[src/rtl/msdf_pkg.sv]
// Shared definitions for the MSDF datapath blocks (multiplier, serializer, converter).
// Signed-digit codes travel as {positive flag, negative flag}.
package msdf_pkg;

    localparam logic [1:0] SD_ZERO = 2'b00;
    localparam logic [1:0] SD_POS  = 2'b10;
    localparam logic [1:0] SD_NEG  = 2'b01;
    localparam logic [1:0] SD_BAD  = 2'b11;

    localparam int MSDF_DEFAULT_N = 8;

    typedef enum logic [1:0] {
        IDLE,
        ACCUM,
        HOLD
    } conv_state_t;

    // Code 11 is legal on the wire (it reads as zero) but never produced by a clean source.
    function automatic logic sd_is_redundant(input logic [1:0] digit);
        return digit == SD_BAD;
    endfunction

endpackage

[src/rtl/msdf_otf_step.sv]
// One step of on-the-fly conversion: appends a signed digit to the Q / QM register pair.
// QM always tracks Q minus one unit in the last position, so no carry ever propagates.
module msdf_otf_step
    import msdf_pkg::*;
#(
    parameter int W = MSDF_DEFAULT_N + 1
) (
    input  logic [W-1:0] q,
    input  logic [W-1:0] qm,
    input  logic [1:0]   digit,
    output logic [W-1:0] q_next,
    output logic [W-1:0] qm_next
);

    // Zero and the redundant 11 code share the default branch.
    always_comb begin
        q_next  = {q[W-2:0], 1'b0};
        qm_next = {qm[W-2:0], 1'b1};
        case (digit)
            SD_POS: begin
                q_next  = {q[W-2:0], 1'b1};
                qm_next = {q[W-2:0], 1'b0};
            end
            SD_NEG: begin
                q_next  = {qm[W-2:0], 1'b1};
                qm_next = {qm[W-2:0], 1'b0};
            end
            default: ;
        endcase
    end

endmodule

[src/rtl/msdf_otf_converter.sv]
// Rebuilds an N-digit MSDF signed-digit frame into an (N+1)-bit two's-complement word.
// Optional sticky protocol-error flag 'err' is enabled with `define MSDF_CONV_ERR_EN.
module msdf_otf_converter
    import msdf_pkg::*;
#(
    parameter int N = MSDF_DEFAULT_N
) (
    input  logic         clk,
    input  logic         reset,
    input  logic [1:0]   din,
    input  logic         din_valid,
    input  logic         din_first,
    output logic         din_ready,
    output logic [N:0]   dout,
    output logic         dout_valid,
    input  logic         dout_ready
`ifdef MSDF_CONV_ERR_EN
    ,
    output logic         err
`endif
);

    localparam int W  = N + 1;
    localparam int CW = $clog2(N + 1);

    conv_state_t   state;
    logic [W-1:0]  q;
    logic [W-1:0]  qm;
    logic [CW-1:0] cnt;

    logic          accept;
    logic          last_digit;
    logic [W-1:0]  step_q;
    logic [W-1:0]  step_qm;
    logic [W-1:0]  q_next;
    logic [W-1:0]  qm_next;

    assign accept     = din_valid && din_ready;
    assign last_digit = (state == ACCUM) && !din_first && (cnt == CW'(N - 1));

    // A first digit always starts from the reset pair, which also covers a mid-frame restart.
    assign step_q  = din_first ? '0 : q;
    assign step_qm = din_first ? '1 : qm;

    msdf_otf_step #(
        .W(W)
    ) u_step (
        .q      (step_q),
        .qm     (step_qm),
        .digit  (din),
        .q_next (q_next),
        .qm_next(qm_next)
    );

    always_ff @(posedge clk or posedge reset) begin
        if (reset) begin
            state      <= IDLE;
            q          <= '0;
            qm         <= '1;
            cnt        <= '0;
            dout       <= '0;
            dout_valid <= 1'b0;
            din_ready  <= 1'b1;
        end else begin
            case (state)
                IDLE: begin
                    if (accept && din_first) begin
                        q     <= q_next;
                        qm    <= qm_next;
                        cnt   <= CW'(1);
                        state <= ACCUM;
                    end
                end
                ACCUM: begin
                    if (accept) begin
                        if (last_digit) begin
                            dout       <= q_next;
                            dout_valid <= 1'b1;
                            din_ready  <= 1'b0;
                            q          <= '0;
                            qm         <= '1;
                            cnt        <= '0;
                            state      <= HOLD;
                        end else begin
                            q   <= q_next;
                            qm  <= qm_next;
                            cnt <= din_first ? CW'(1) : cnt + 1'b1;
                        end
                    end
                end
                HOLD: begin
                    if (dout_ready) begin
                        dout_valid <= 1'b0;
                        din_ready  <= 1'b1;
                        state      <= IDLE;
                    end
                end
                default: begin
                    state      <= IDLE;
                    dout_valid <= 1'b0;
                    din_ready  <= 1'b1;
                end
            endcase
        end
    end

`ifdef MSDF_CONV_ERR_EN
    always_ff @(posedge clk or posedge reset) begin
        if (reset) begin
            err <= 1'b0;
        end else if (accept && (sd_is_redundant(din) ||
                                (state == IDLE && !din_first) ||
                                (state == ACCUM && din_first))) begin
            err <= 1'b1;
        end
    end
`endif

endmodule

[config.mk]
export PLATFORM = sky130hd
export DESIGN_NAME = msdf_otf_converter
export DESIGN_NICKNAME = d
export VERILOG_FILES = /design/src/rtl/msdf_pkg.sv /design/src/rtl/msdf_otf_step.sv /design/src/rtl/msdf_otf_converter.sv
export SDC_FILE = /design/constraint.sdc
export NUM_CORES = 1
export LEC_CHECK = 0
export ABC_AREA = 1
export CAP_MARGIN = 20
export CORE_ASPECT_RATIO = 1.75
export CORE_MARGIN = 4
export CORE_UTILIZATION = 40
export DETAILED_ROUTE_END_ITERATION = 7
export SYNTH_ARGS = -nofsm -noshare
export SYNTH_HDL_FRONTEND = slang
export SYNTH_SLANG_ARGS = --single-unit
[constraint.sdc]
create_clock -name clk -period 2.16 [get_ports clk]
set_input_delay 0.216 -clock clk [delete_from_list [all_inputs] [get_ports clk]]
set_output_delay 0.216 -clock clk [all_outputs]
set_load 0.01 [all_outputs]
==> results of run 1 <==
layout make-up:
cell class / count / share of cell area [%]
flip-flops and latches: 33 / 40.62
clock buffers: 5 / 3.339
repair buffers: 21 / 9.715
multi-input cells: 186 / 39.89
inverters: 14 / 2.611
clock inverters: 3 / 0.8500
well taps: 49 / 2.975
logic make-up after synthesis:
| family | after synthesis | share of synthesized area (%) |
|---|---|---|
| buffers and inverters | 19 | 5.555 |
| AOI/OAI and AO/OA | 21 | 5.983 |
| DFF | 33 | 47.65 |
| and+or+nand+nor | 160 | 37.68 |
| adders and majority gates | 3 | 2.137 |
| xor gates and xnor gates | 2 | 0.9973 |
synth_stat cells, drive strengths merged:
library cell	number
o21ai	21
nand4	1
inv	13
dfrtp	24
nand3	7
nor2	39
nand2	112
xnor2	1
ha	3
xor2	1
and2	1
dfstp	9
buf	5
clkinv	1
worst max-delay path by stage:
stage | end | cells after the start | slack [ns]
floorplan | dout[1]$_DFFE_PP0P_ | 7 | 0.87
global placement | q[1]$_DFFE_PP0P_ | 8 | 0.19
detailed placement | q[1]$_DFFE_PP0P_ | 7 | 0.16
CTS | dout[1]$_DFFE_PP0P_ | 7 | 0.47
global route | q[7]$_DFFE_PP0P_ | 8 | 0.33
finish | dout[1]$_DFFE_PP0P_ | 8 | 0.49
metal layers:
| metal | vias to the layer above | part of all wire [%] | GRT usage, % |
|---|---|---|---|
| met1 | 672 | 42 | 17.01 |
| li1 | 778 | - | - |
| met2 | 15 | 53 | 27.45 |
| met3 | 5 | 2.9 | 3.659 |
| met5 | - | 0 | 0 |
| met4 | 0 | 1.8 | 7.544 |
per-stage QoR:
stage          util (%)  cells  power [mW]  area, µm²
3_5_place_dp      47.13    303      0.7125       1974
4_1_cts           49.19    311       1.179       2061
5_1_grt           49.19    311       1.217       2061
2_1_floorplan         -    238      0.6832       1757
6_report          49.19    311       1.163       2061
3_3_place_gp      47.13    303      0.7125       1974
flip-flops by register name (all words and copies together) (netlist names):
register and cells:
dout_valid 1, dout 9, din_ready 1, q 8, qm 8, cnt 4
state 2
critical path, stage by stage:
cell and delay, ns:
clkdlybuf4s50_1 0.48, inv_1 0.05, ha_1 0.35, nor2_1 0.33, o21ai_0 0.13, o21ai_0 0.18, nand2_1 0.09, nand2_1 0.07
power by group:
group	switching (mW)	internal [mW]
registers	0	0.618
logic	0.0509	0.0297
clock network	0.242	0.222
total	0.293	0.870
==> flow_summary.json, run 1 <==
{
  "synth_area_leaders": "dfrtp_1, nand2_1, dfstp_2, nor2_1, o21ai_0",
  "io_buffers": 17,
  "yosys.area.top_type": "dfrtp_1",
  "clk_latency_ns": 0.29,
  "fin_crit_sh_pct": 77.32,
  "cts_resized": 0,
  "cp.required_ns": 2.39,
  "worstPathArrival_ns": 1.90,
  "place_ws_ns": 0.1574,
  "cap_violations": 0,
  "avgSynthCellArea_um2": 7.381,
  "startpoint": "din[0]",
  "drive_gt1_share_pct": 13.36,
  "die_h_um": 95.67,
  "synthCells": 238,
  "cts_buffers": 5,
  "yosys_register_bits": 33,
  "nets": 271,
  "multi_input_area_um2": 822.0,
  "cts_max_level": 2,
  "ff_latch_area_um2": 837.1,
  "die_area_um2": 5558,
  "firstDrtPassIters": 4,
  "avgRoutedWirePerCell_um": 11.81,
  "skew_ns": 0.003605,
  "syn_to_final_growth_pct": 17.31,
  "max_slew.worst_pin.slew_ns": 0.4220,
  "drt-total-wl_mm": 3.674,
  "diodes": 0,
  "slew-limit-headroom_pct": 71.87,
  "min_path_type": "input pin to async pin",
  "syn_nets": 248,
  "rrSetupSlack_ns": 0.70,
  "root_buffer": "clkbuf_8",
  "synth_top_area_share_pct": 34.19,
  "first_global_vias": 1500,
  "grt_pass1_wl_mm": 6.630,
  "mostFrequentLayoutCells": "nand2_1, nor2_1, dfrtp_1",
  "synth_cell_types": 22,
  "status": "finished clean",
  "critical_path_class": "input pin to flip-flop",
  "yosysSeqAreaShare_pct": 47.65,
  "worst_hold_slack_ns": 0.3124,
  "die_w_um": 58.10,
  "r2r_start": "cnt[0]$_DFFE_PP0P_",
  "rsz0062_at_grt": "false",
  "crit_path_end_kind": "flip-flop",
  "startpoint_type": "input pin",
  "ant_nets": 0,
  "nFillCells": 436,
  "antenna_found_initial": 0,
  "syn_area_um2": 1757,
  "cts_tree": "built",
  "setup_viol": 0,
  "overflow": 0,
  "period_needed_ns": 1.670,
  "cts_buffer_depth": 2,
  "rr_worst_depth": 7,
  "cts_hold_buffers": 0,
  "start_util_pct": 41.94,
  "final_common_cell": "nand2_1",
  "vdd_drop_max_mv": 0.4387,
  "coreArea_um2": 4189,
  "grt_usage_pct": 15.52,
  "num_vias": 1470,
  "rows": 31,
  "slew_violations": 0,
  "synth_warnings": 0,
  "cts_setup_buffers": 0,
  "r2r-end": "state[0]$_DFFE_PP0P_",
  "io_pins": 18,
  "grt_start_max_net_pins": 34,
  "max_freq_ghz": 0.5988,
  "worst_slack_ns": 0.4900,
  "p_leak_nw": 1.057,
  "numClockSinks": 33,
  "drtIter0Drc": 51,
  "crit_path_max_fanout": 8,
  "path_clk_slew_ns": 0.07,
  "hold_violations": 0,
  "gp_congestion": 0.8499,
  "vias_per_cell": 4.727,
  "drc": 0,
  "fin_tns_setup_ns": 0,
  "power-per-cell-area_nw_per_um2": 564.4,
  "dp_hpwl_mm": 2.782
}
(Power assumes the default switching activity.)
==> inputs of run 2 (changes only) <==
==> constraint.sdc (replaced) <==
create_clock -name clk -period 1.6 [get_ports clk]
set_input_delay 0.16 -clock clk [delete_from_list [all_inputs] [get_ports clk]]
set_output_delay 0.16 -clock clk [all_outputs]
set_load 0.01 [all_outputs]
==> flow_summary.json, run 2 (synthesized netlist as in run 1, its figures left out) <==
{
  "critical_path_class": "flip-flop to primary output",
  "busiest_layer": "met2",
  "cap_violations": 0,
  "cts_tree": "built",
  "path_buf_inv": 1,
  "use_met2_pct": 30.19,
  "multi_input_area_um2": 829.5,
  "drc": 0,
  "dpl_cell_area_um2": 2057,
  "start_util_pct": 41.94,
  "antenna_found_initial": 0,
  "crit_path_max_fanout": 4,
  "first_global_vias": 1560,
  "diodes": 0,
  "period_needed_ns": 1.532,
  "final_cell_area_um2": 2151,
  "slew_violations": 0,
  "crit_path_end_kind": "primary output",
  "drive_gt1_share_pct": 17.95,
  "slew-limit-headroom_pct": 71.54,
  "place_ws_ns": -0.2188,
  "path_clk_slew_ns": 0.07,
  "largest_register_ffs": 9,
  "gp_congestion": 0.8714,
  "dp.cells": 314,
  "grt_pass1_wl_mm": 6.900,
  "worstPathArrival_ns": 1.37,
  "hold_violations": 0,
  "die_area_um2": 5558,
  "mostFrequentLayoutCells": "nand2_1, nor2_1, dfrtp_1",
  "r2r-end": "dout[2]$_DFFE_PP0P_",
  "path_cells": "clkdlybuf4s50_1",
  "cts_buffer_depth": 2,
  "cts_setup_buffers": 0,
  "post-route-util_pct": 51.34,
  "min_path_type": "input pin to async pin",
  "avgRoutedWirePerCell_um": 12.05,
  "nFillCells": 434,
  "startpoint_type": "flip-flop",
  "drtIter0Drc": 53,
  "dp_hpwl_mm": 2.945,
  "critPathTopFamily": "flip-flops",
  "vdd_drop_max_mv": 0.3965,
  "firstDrtPassIters": 4,
  "syn_to_final_growth_pct": 22.44,
  "rr_worst_depth": 7,
  "vias_per_cell": 4.758,
  "clk_latency_ns": 0.29,
  "die_w_um": 58.10,
  "drt-total-wl_mm": 3.881,
  "ant_nets": 0,
  "rsz0062_at_grt": "false",
  "coreArea_um2": 4189,
  "io_buffers": 17,
  "status": "finished clean",
  "p_leak_nw": 1.109,
  "fin_crit_sh_pct": 95.76,
  "grt_usage_pct": 16.37,
  "cts_max_level": 2,
  "worstSetupPathDepth": 1,
  "die_h_um": 95.67,
  "numClockSinks": 33,
  "largestRegisters": "dout (9), q (8), qm (8)",
  "rows": 31,
  "largest-register": "dout",
  "overflow": 0,
  "grt_use_met3_pct": 3.252,
  "max_slew.worst_pin.slew_ns": 0.4269,
  "cp.required_ns": 1.44,
  "num_vias": 1532,
  "grt_start_max_net_pins": 34,
  "io_pins": 18,
  "rrSetupSlack_ns": 0.17,
  "cp_slowest_cell": "dfstp_2",
  "nets": 282,
  "use_met1_pct": 16.98,
  "root_buffer": "clkbuf_8",
  "final_cells": 322,
  "final_common_cell": "nand2_1",
  "power-per-cell-area_nw_per_um2": 740.2,
  "worst_slack_ns": 0.06785,
  "cts_buffers": 5,
  "r2r_start": "cnt[0]$_DFFE_PP0P_",
  "skew_ns": 0.007806,
  "setup_viol": 0,
  "slowest_delay_ns": 0.55,
  "ff_latch_area_um2": 837.1,
  "max_freq_ghz": 0.6527
}
==> run 2: cell count changes in the layout (fill, tap and decap cells not counted) <==
cell / previous run / this run
nor2_2: 1 / 3
buf_4: 4 / 15
nor2_1: 35 / 33
nand2_2: 2 / 3
nand2_1: 109 / 108
==> run 2: layout make-up <==
cell class,instances,area share (%)
inverters,14,2.501
clock buffers,5,3.200
flip-flops and latches,33,38.92
repair buffers,32,13.15
multi-input cells,186,38.57
clock inverters,3,0.8144
well taps,49,2.850
==> run 2: how the worst max path moves through the flow <==
stage | startpoint | end | slack [ns]
after CTS | din_ready$_DFFE_PP1P_ | din_ready | 0.05
after floorplan | cnt[0]$_DFFE_PP0P_ | dout[1]$_DFFE_PP0P_ | 0.31
after global placement | din[0] | dout[7]$_DFFE_PP0P_ | -0.22
final | din_ready$_DFFE_PP1P_ | din_ready | 0.07
after global routing | din[0] | dout[5]$_DFFE_PP0P_ | 0.0001
after detailed placement | din[0] | dout[7]$_DFFE_PP0P_ | -0.22
==> run 2: worst min-delay path: cells and delay by family <==
kind | cells | cell delay, ns
buffers and inverters | 3 | 0.81
==> run 2: report_power, final <==
group          total [mW]  switching (mW)  internal [mW]
sequential          0.835               0          0.835
clock               0.625           0.325          0.300
combinational       0.132          0.0762         0.0557
total                1.59           0.401           1.19
==> run 2: through the flow <==
stage                     power, mW  hold slack (ns)  setup TNS [ns]
after global routing          1.670           0.2969               0
after CTS                     1.617           0.2633               0
final                         1.592           0.2502               0
after detailed placement     0.9794           0.4593          -3.141
after global placement       0.9796           0.4560          -3.059
after floorplan              0.9224           0.2822               0
==> run 2: timing repair <==
| item | 4_1_cts | 5_1_grt |
|---|---|---|
| gates resized for setup | 0 | 3 |
| endpoints found under the setup margin | 0 | 8 |
| hold buffers | 0 | 0 |
==> run 2: layer usage <==
layer,vias to the layer above,routed length (µm)
met1,705,1566
met2,21,2122
met5,-,0
met3,9,108
met4,0,83
li1,797,-
